<file path="src/rtl/mult_pkg.sv">
// rtl/mult_pkg.sv - shared state enum, segment codes and width helper for the nibble multiplier
package mult_pkg;

  // Controller states; the display digit equals the state's position.
  typedef enum logic [1:0] {
    IDLE = 2'd0,
    MAC  = 2'd1,
    FIX  = 2'd2,
    DONE = 2'd3
  } state_t;

  // Active-high segment patterns, bit 6 = a down to bit 0 = g.
  localparam logic [6:0] SEG_0 = 7'b1111110;
  localparam logic [6:0] SEG_1 = 7'b0110000;
  localparam logic [6:0] SEG_2 = 7'b1101101;
  localparam logic [6:0] SEG_3 = 7'b1111001;

  // Ceiling log2, used to size the nibble index counters.
  function automatic int clog2(input int value);
    int res;
    int v;
    res = 0;
    v   = value - 1;
    while (v > 0) begin
      res = res + 1;
      v   = v >> 1;
    end
    return res;
  endfunction

endpackage

</file>
<file path="src/rtl/mult_nxn_seq_if.sv">
// rtl/mult_nxn_seq_if.sv - start/done handshake and operand/result bus of the multiplier
interface mult_nxn_seq_if #(
  parameter int WIDTH = 8
);

  logic                 start;
  logic                 signed_mode;
  logic [WIDTH-1:0]     dataa;
  logic [WIDTH-1:0]     datab;
  logic                 busy;
  logic                 done_flag;
  logic [2*WIDTH-1:0]   product;

  // Requester side: issues operands and start, watches busy/done/product.
  modport master (
    output start,
    output signed_mode,
    output dataa,
    output datab,
    input  busy,
    input  done_flag,
    input  product
  );

  // Multiplier side.
  modport slave (
    input  start,
    input  signed_mode,
    input  dataa,
    input  datab,
    output busy,
    output done_flag,
    output product
  );

endinterface

</file>
<file path="src/rtl/mult_4x4_comb.sv">
// rtl/mult_4x4_comb.sv - combinational 4x4 unsigned nibble multiplier
module mult_4x4_comb (
  input  logic [3:0] a,
  input  logic [3:0] b,
  output logic [7:0] p
);

  logic [7:0] pp0;
  logic [7:0] pp1;
  logic [7:0] pp2;
  logic [7:0] pp3;

  // Shift-and-add of four gated partial products.
  always_comb begin
    pp0 = b[0] ? {4'b0000, a}         : 8'h00;
    pp1 = b[1] ? {3'b000, a, 1'b0}    : 8'h00;
    pp2 = b[2] ? {2'b00, a, 2'b00}    : 8'h00;
    pp3 = b[3] ? {1'b0, a, 3'b000}    : 8'h00;
    p   = pp0 + pp1 + pp2 + pp3;
  end

endmodule

</file>
<file path="src/rtl/mult_nxn_seq.sv">
// rtl/mult_nxn_seq.sv - WIDTH x WIDTH sequential multiplier reusing one 4x4 nibble multiplier
module mult_nxn_seq
  import mult_pkg::*;
#(
  parameter int WIDTH     = 8,
  parameter bit SIGNED_EN = 1'b1
) (
  input  logic          clk,
  input  logic          reset_a,
  mult_nxn_seq_if.slave bus,
  output logic          seg_a,
  output logic          seg_b,
  output logic          seg_c,
  output logic          seg_d,
  output logic          seg_e,
  output logic          seg_f,
  output logic          seg_g
);

  localparam int K  = WIDTH / 4;
  localparam int PW = 2 * WIDTH;
  // A single-nibble operand still needs a 1-bit counter.
  localparam int CW = (clog2(K) < 1) ? 1 : clog2(K);
  localparam logic [CW-1:0] LAST = CW'(K - 1);

  state_t          state;
  logic [WIDTH-1:0] mag_a;
  logic [WIDTH-1:0] mag_b;
  logic            neg;
  logic [PW-1:0]   acc;
  logic [CW-1:0]   idx_i;
  logic [CW-1:0]   idx_j;
  logic            busy_r;
  logic            done_r;
  logic [PW-1:0]   product_r;
  logic [6:0]      seg;

  logic            eff_signed;
  logic [WIDTH-1:0] in_mag_a;
  logic [WIDTH-1:0] in_mag_b;
  logic            in_neg;
  logic [3:0]      nib_a;
  logic [3:0]      nib_b;
  logic [7:0]      nib_prod;
  logic [CW:0]     dig_sum;
  logic [PW-1:0]   term;
  logic [PW-1:0]   acc_next;

  // Operand conditioning at start: magnitudes plus a result sign; -2^(W-1) maps to 2^(W-1).
  always_comb begin
    eff_signed = SIGNED_EN && bus.signed_mode;
    in_mag_a   = (eff_signed && bus.dataa[WIDTH-1]) ? -bus.dataa : bus.dataa;
    in_mag_b   = (eff_signed && bus.datab[WIDTH-1]) ? -bus.datab : bus.datab;
    in_neg     = eff_signed && (bus.dataa[WIDTH-1] ^ bus.datab[WIDTH-1]);
  end

  // Current nibble pair and its weighted contribution to the accumulator.
  always_comb begin
    nib_a    = mag_a[{idx_i, 2'b00} +: 4];
    nib_b    = mag_b[{idx_j, 2'b00} +: 4];
    dig_sum  = {1'b0, idx_i} + {1'b0, idx_j};
    term     = PW'(nib_prod) << {dig_sum, 2'b00};
    acc_next = acc + term;
  end

  mult_4x4_comb u_nib_mul (
    .a (nib_a),
    .b (nib_b),
    .p (nib_prod)
  );

  // Controller: accept in IDLE/DONE, K*K accumulate steps, one fix-up cycle, then DONE.
  always_ff @(posedge clk or negedge reset_a) begin
    if (!reset_a) begin
      state     <= IDLE;
      mag_a     <= '0;
      mag_b     <= '0;
      neg       <= 1'b0;
      acc       <= '0;
      idx_i     <= '0;
      idx_j     <= '0;
      busy_r    <= 1'b0;
      done_r    <= 1'b0;
      product_r <= '0;
    end else begin
      case (state)
        IDLE, DONE: begin
          if (bus.start) begin
            mag_a  <= in_mag_a;
            mag_b  <= in_mag_b;
            neg    <= in_neg;
            acc    <= '0;
            idx_i  <= '0;
            idx_j  <= '0;
            busy_r <= 1'b1;
            done_r <= 1'b0;
            state  <= MAC;
          end
        end
        MAC: begin
          acc <= acc_next;
          if (idx_j == LAST) begin
            idx_j <= '0;
            if (idx_i == LAST) begin
              idx_i <= '0;
              state <= FIX;
            end else begin
              idx_i <= idx_i + 1'b1;
            end
          end else begin
            idx_j <= idx_j + 1'b1;
          end
        end
        FIX: begin
          // Runs in unsigned mode too so latency never depends on the data.
          product_r <= neg ? -acc : acc;
          busy_r    <= 1'b0;
          done_r    <= 1'b1;
          state     <= DONE;
        end
        default: begin
          state <= IDLE;
        end
      endcase
    end
  end

  // State digit decode for the on-board display.
  always_comb begin
    seg = SEG_0;
    case (state)
      IDLE:    seg = SEG_0;
      MAC:     seg = SEG_1;
      FIX:     seg = SEG_2;
      DONE:    seg = SEG_3;
      default: seg = SEG_0;
    endcase
  end

  assign bus.busy      = busy_r;
  assign bus.done_flag = done_r;
  assign bus.product   = product_r;

  assign seg_a = seg[6];
  assign seg_b = seg[5];
  assign seg_c = seg[4];
  assign seg_d = seg[3];
  assign seg_e = seg[2];
  assign seg_f = seg[1];
  assign seg_g = seg[0];

endmodule

</file>
<file path="src/flat_wrapper.sv">
// flat-port wrapper written by rule: the top's interface ports become plain ports
module mult_nxn_seq_flat import mult_pkg::*;
#(
  parameter int WIDTH     = 8,
  parameter bit SIGNED_EN = 1'b1
)
  (clk, reset_a, seg_a, seg_b, seg_c, seg_d, seg_e, seg_f, seg_g, bus_start, bus_signed_mode, bus_dataa, bus_datab, bus_busy, bus_done_flag, bus_product);
  mult_nxn_seq_if #(.WIDTH(WIDTH)) bus_i ();
  input  logic clk;
  input  logic reset_a;
  output logic seg_a;
  output logic seg_b;
  output logic seg_c;
  output logic seg_d;
  output logic seg_e;
  output logic seg_f;
  output logic seg_g;
  input wire logic [$bits(bus_i.start)-1:0] bus_start;
  input wire logic [$bits(bus_i.signed_mode)-1:0] bus_signed_mode;
  input wire logic [$bits(bus_i.dataa)-1:0] bus_dataa;
  input wire logic [$bits(bus_i.datab)-1:0] bus_datab;
  output wire logic [$bits(bus_i.busy)-1:0] bus_busy;
  output wire logic [$bits(bus_i.done_flag)-1:0] bus_done_flag;
  output wire logic [$bits(bus_i.product)-1:0] bus_product;
  assign bus_i.start = bus_start;
  assign bus_i.signed_mode = bus_signed_mode;
  assign bus_i.dataa = bus_dataa;
  assign bus_i.datab = bus_datab;
  assign bus_busy = bus_i.busy;
  assign bus_done_flag = bus_i.done_flag;
  assign bus_product = bus_i.product;
  mult_nxn_seq #(.WIDTH(WIDTH), .SIGNED_EN(SIGNED_EN)) u_core (.clk(clk), .reset_a(reset_a), .bus(bus_i), .seg_a(seg_a), .seg_b(seg_b), .seg_c(seg_c), .seg_d(seg_d), .seg_e(seg_e), .seg_f(seg_f), .seg_g(seg_g));
endmodule
</file>
<file path="config.mk">
export PLATFORM = sky130hd
export DESIGN_NAME = mult_nxn_seq_flat
export DESIGN_NICKNAME = d
export VERILOG_FILES = /design/src/rtl/mult_pkg.sv /design/src/rtl/mult_nxn_seq_if.sv /design/src/rtl/mult_4x4_comb.sv /design/src/rtl/mult_nxn_seq.sv /design/src/flat_wrapper.sv
export SDC_FILE = /design/constraint.sdc
export NUM_CORES = 1
export LEC_CHECK = 0
export ABC_AREA = 1
export BUFFER_PORTS_ARGS = -buffer_cell sky130_fd_sc_hd__buf_2
export CAP_MARGIN = 25
export CORE_MARGIN = 4
export CORE_UTILIZATION = 60
export CTS_BUF_LIST = sky130_fd_sc_hd__clkbuf_4
export CTS_CLUSTER_DIAMETER = 30
export DETAILED_ROUTE_END_ITERATION = 7
export GPL_TIMING_DRIVEN = 0
export MAX_ROUTING_LAYER = met4
export PLACE_DENSITY_LB_ADDON = 0.12
export SETUP_SLACK_MARGIN = 0.2
export SLEW_MARGIN = 40
export SYNTH_ARGS = -nofsm -noshare
export SYNTH_HDL_FRONTEND = slang
export SYNTH_SLANG_ARGS = --single-unit
</file>
<file path="constraint.sdc">
create_clock -name clk -period 6.25 [get_ports clk]
set_clock_uncertainty 0.05 [all_clocks]
set_input_delay 0.625 -clock clk [delete_from_list [all_inputs] [get_ports clk]]
set_output_delay 0.625 -clock clk [all_outputs]
set_load 0.005 [all_outputs]
</file>
==> impl_metrics.tcl <==
set metrics [dict create \
    slew-limit-headroom_pct 53.8 \
    status "finished, final reports clean" \
    tightest_slew_ns 0.693 \
    area_growth_pct 9.29 \
    htreeDepth 2 \
    dpl.hpwl_um 8170 \
    die_h_um 92.6 \
    synth_nets 649 \
    grtUsageTotal_pct 25.7 \
    crit_arrival_ns 5.35 \
    crit_path_end_kind "flop" \
    cap_violations 0 \
    finalSetupViolCount 0 \
    post-route-util_pct 68.4 \
    rsz0062_at_grt "no" \
    cts.clk_slew.worst_paths_ns 0.19 \
    drtIter0Drc 274 \
    async_flop_share_pct 100 \
    grt.overflow.total 0 \
    r2r-start "u_core.idx_i$_DFFE_PN0P_" \
    die-width_um 92.6 \
    hold_viol 0 \
    grt_start_max_net_pins 56 \
    route.vias.total 3960 \
    vdd_ir_drop_max_mv 0.307 \
    root_buffer "clkbuf_4" \
    core_area_mm2 0.00687 \
    worst-setup-path-type "flop to flop" \
    netlist_area_mm2 0.00430 \
    avgRoutedWirePerCell_um 13.9 \
    ys_seq_area_share_pct 32.0 \
    synthTopCellsByCount "144 x nand2_1, 71 x nor2_1, 55 x dfrtp_1, 55 x inv_1, 55 x o21ai_0" \
    layout.nets 699 \
    layout-drive-gt1-share_pct 14.4 \
    max_clock_freq_mhz 198 \
    vias_per_cell 5.39 \
    synth_most_common_cell "nand2_1" \
    critPathLaunchType "flop" \
    io-pin-count 45 \
    period_share_pct 81.0 \
    yosys.area.top_type "dfrtp_1" \
    yosys_warnings 0 \
    dp.cells 727 \
    grt_pass1_vias 3808 \
    firstDrtPassIters 8 \
    postCtsSetupRepairBufs 0 \
    cts-resized-gates 0 \
    start_util_pct 62.6 \
    worst-r2r-setup-slack_ns 1.19 \
    final_cell_count_no_fill 735 \
    grt_pass1_wl_um 17400 \
    ys_seq_elements 55 \
    setup_tns_ns 0 \
    antenna_found_initial 0 \
    antenna_left 0 \
    die_area_mm2 0.00858 \
    std_cell_rows 30 \
    power_density_mw_per_mm2 563 \
    routed_wl_um 10200 \
    synth_top_area_share_pct 32.0 \
    crit_fanout 7 \
    cp.required_ns 6.54 \
    r2r_end "u_core.acc[14]$_DFFE_PN0P_" \
    cts_tree "built" \
    ys_types 36 \
    cts_num_sinks 55 \
    r2r_cells 24 \
    synth.area.top_cells "dfrtp_1 32%, nand2_1 13%, ha_1 10%, o21ai_0 6.4%, nor2_1 6.2%" \
    clk_path_buf_depth 2 \
    syn_avg_cell_area_um2 7.31 \
    io_buffers 43 \
    p_leak_uw 0.00255 \
    ys.flop_type "dfrtp_1" \
    synth_edf_count 0 \
    antenna_cells 0 \
    numCtsBuffers 5 \
    syn_inst 588 \
    drv_slew 0 \
    fin_crit_ns 5.06 \
    gp_congestion 0.954 \
    drc 0 \
    hold_class "input port to asynchronous set/reset pin" \
    clk_latency_ns 0.39 \
    cts_hold_buffers 0 \
]
[report_power, final]
part | switching (µW) | internal (µW)
sequential | 99.5 | 497
combinational | 1210 | 658
clock | 127 | 46.3
[layer usage]
layer | share of wire (%) | up-vias | GRT usage (%)
met1 | 44 | 1840 | 31.8
met2 | 50 | 88 | 45.1
met4 | 2.0 | 0 | 6.59
li1 | - | 2015 | -
met5 | 0 | - | -
met3 | 4.3 | 17 | 3.01
[how the worst max path moves through the flow]
stage	startpoint	end	slack [ns]
final	u_core.idx_i$_DFFE_PN0P_	u_core.acc[14]$_DFFE_PN0P_	1.19
after global routing	u_core.idx_i$_DFFE_PN0P_	u_core.acc[14]$_DFFE_PN0P_	0.74
after CTS	u_core.idx_i$_DFFE_PN0P_	u_core.acc[14]$_DFFE_PN0P_	1.16
after detailed placement	u_core.idx_i$_DFFE_PN0P_	u_core.acc[14]$_DFFE_PN0P_	1.18
after global placement	u_core.idx_i$_DFFE_PN0P_	u_core.acc[14]$_DFFE_PN0P_	1.24
after floorplan	u_core.idx_i$_DFFE_PN0P_	u_core.acc[13]$_DFFE_PN0P_	1.95
[metrics by stage]
step | total power [µW] | area, µm² | setup WS, ns | hold slack [ns]
2_1_floorplan | 1960 | 4300 | 1.95 | 0.279
3_3_place_gp | 2410 | 4630 | 1.24 | 0.409
3_5_place_dp | 2470 | 4630 | 1.18 | 0.412
4_1_cts | 2650 | 4700 | 1.16 | 0.228
5_1_grt | 2940 | 4700 | 0.740 | 0.247
6_report | 2640 | 4700 | 1.19 | 0.183
[cell type report]
class / count / area (µm²)
multi-input cells: 457 / 2620
flip-flops and latches: 55 / 1380
repair buffers: 43 / 218
well taps: 96 / 120
clock inverters: 3 / 23.8
inverters: 61 / 229
clock buffers: 5 / 37.5
fillers: 630 / 2170
plain buffers: 15 / 76.3
[cells in the final DEF (no fill, tap or decap), types with 6 or more instances in the layout]
| cell type | netlist | final |
|---|---|---|
| nand2_1 | 144 | 144 |
| nor2_1 | 71 | 71 |
| inv_1 | 55 | 55 |
| o21ai_0 | 55 | 55 |
| dfrtp_1 | 55 | 55 |
| buf_2 | 7 | 49 |
| nand3_1 | 37 | 37 |
| ha_1 | 35 | 35 |
| xor2_1 | 24 | 24 |
| a21oi_1 | 24 | 24 |
| mux2i_1 | 8 | 8 |
| or2_2 | 7 | 7 |
| inv_2 | 6 | 6 |
| fa_1 | 6 | 6 |
[cell families (layout without fill, tap and decap cells)]
family,Yosys count,count (layout),share of synthesized area (%)
fa+ha+maj,41,41,13.0
xor+xnor,24,24,4.89
simple gates,282,282,28.2
mux,8,8,1.86
buf+inv,76,127,7.11
other cells,1,1,0.0873
compound gates,101,101,12.8
flops,55,55,32.0
[sequential cells by signal, indices dropped and copies added, names as in the netlist]
register and flops:
u_core.bus.busy 1, u_core.mag_b 8, u_core.idx_j 1, u_core.state 2, u_core.acc 16, u_core.bus.done_flag 1
u_core.bus.product 16, u_core.neg 1, u_core.mag_a 8, u_core.idx_i 1
[worst max-delay path, cell delays in order (launching register included)]
cell and delay (ns):
dfrtp_1 0.42, buf_2 0.18, o21ai_0 0.55, nor2_1 0.16
fa_1 0.56, inv_1 0.05, fa_1 0.52, inv_1 0.04
ha_1 0.22, fa_1 0.43, nand3_1 0.11, nand3_1 0.10
nand3_1 0.14, nand2_1 0.06, nor2_1 0.18, ha_1 0.33
a21oi_1 0.27, nor2_1 0.07, nor2_1 0.16, nor2_1 0.06
nor2_1 0.08, nand2_1 0.08, nand2_1 0.06, nand2_1 0.05
o21ai_1 0.11
Power figures use the tool's default switching activity.
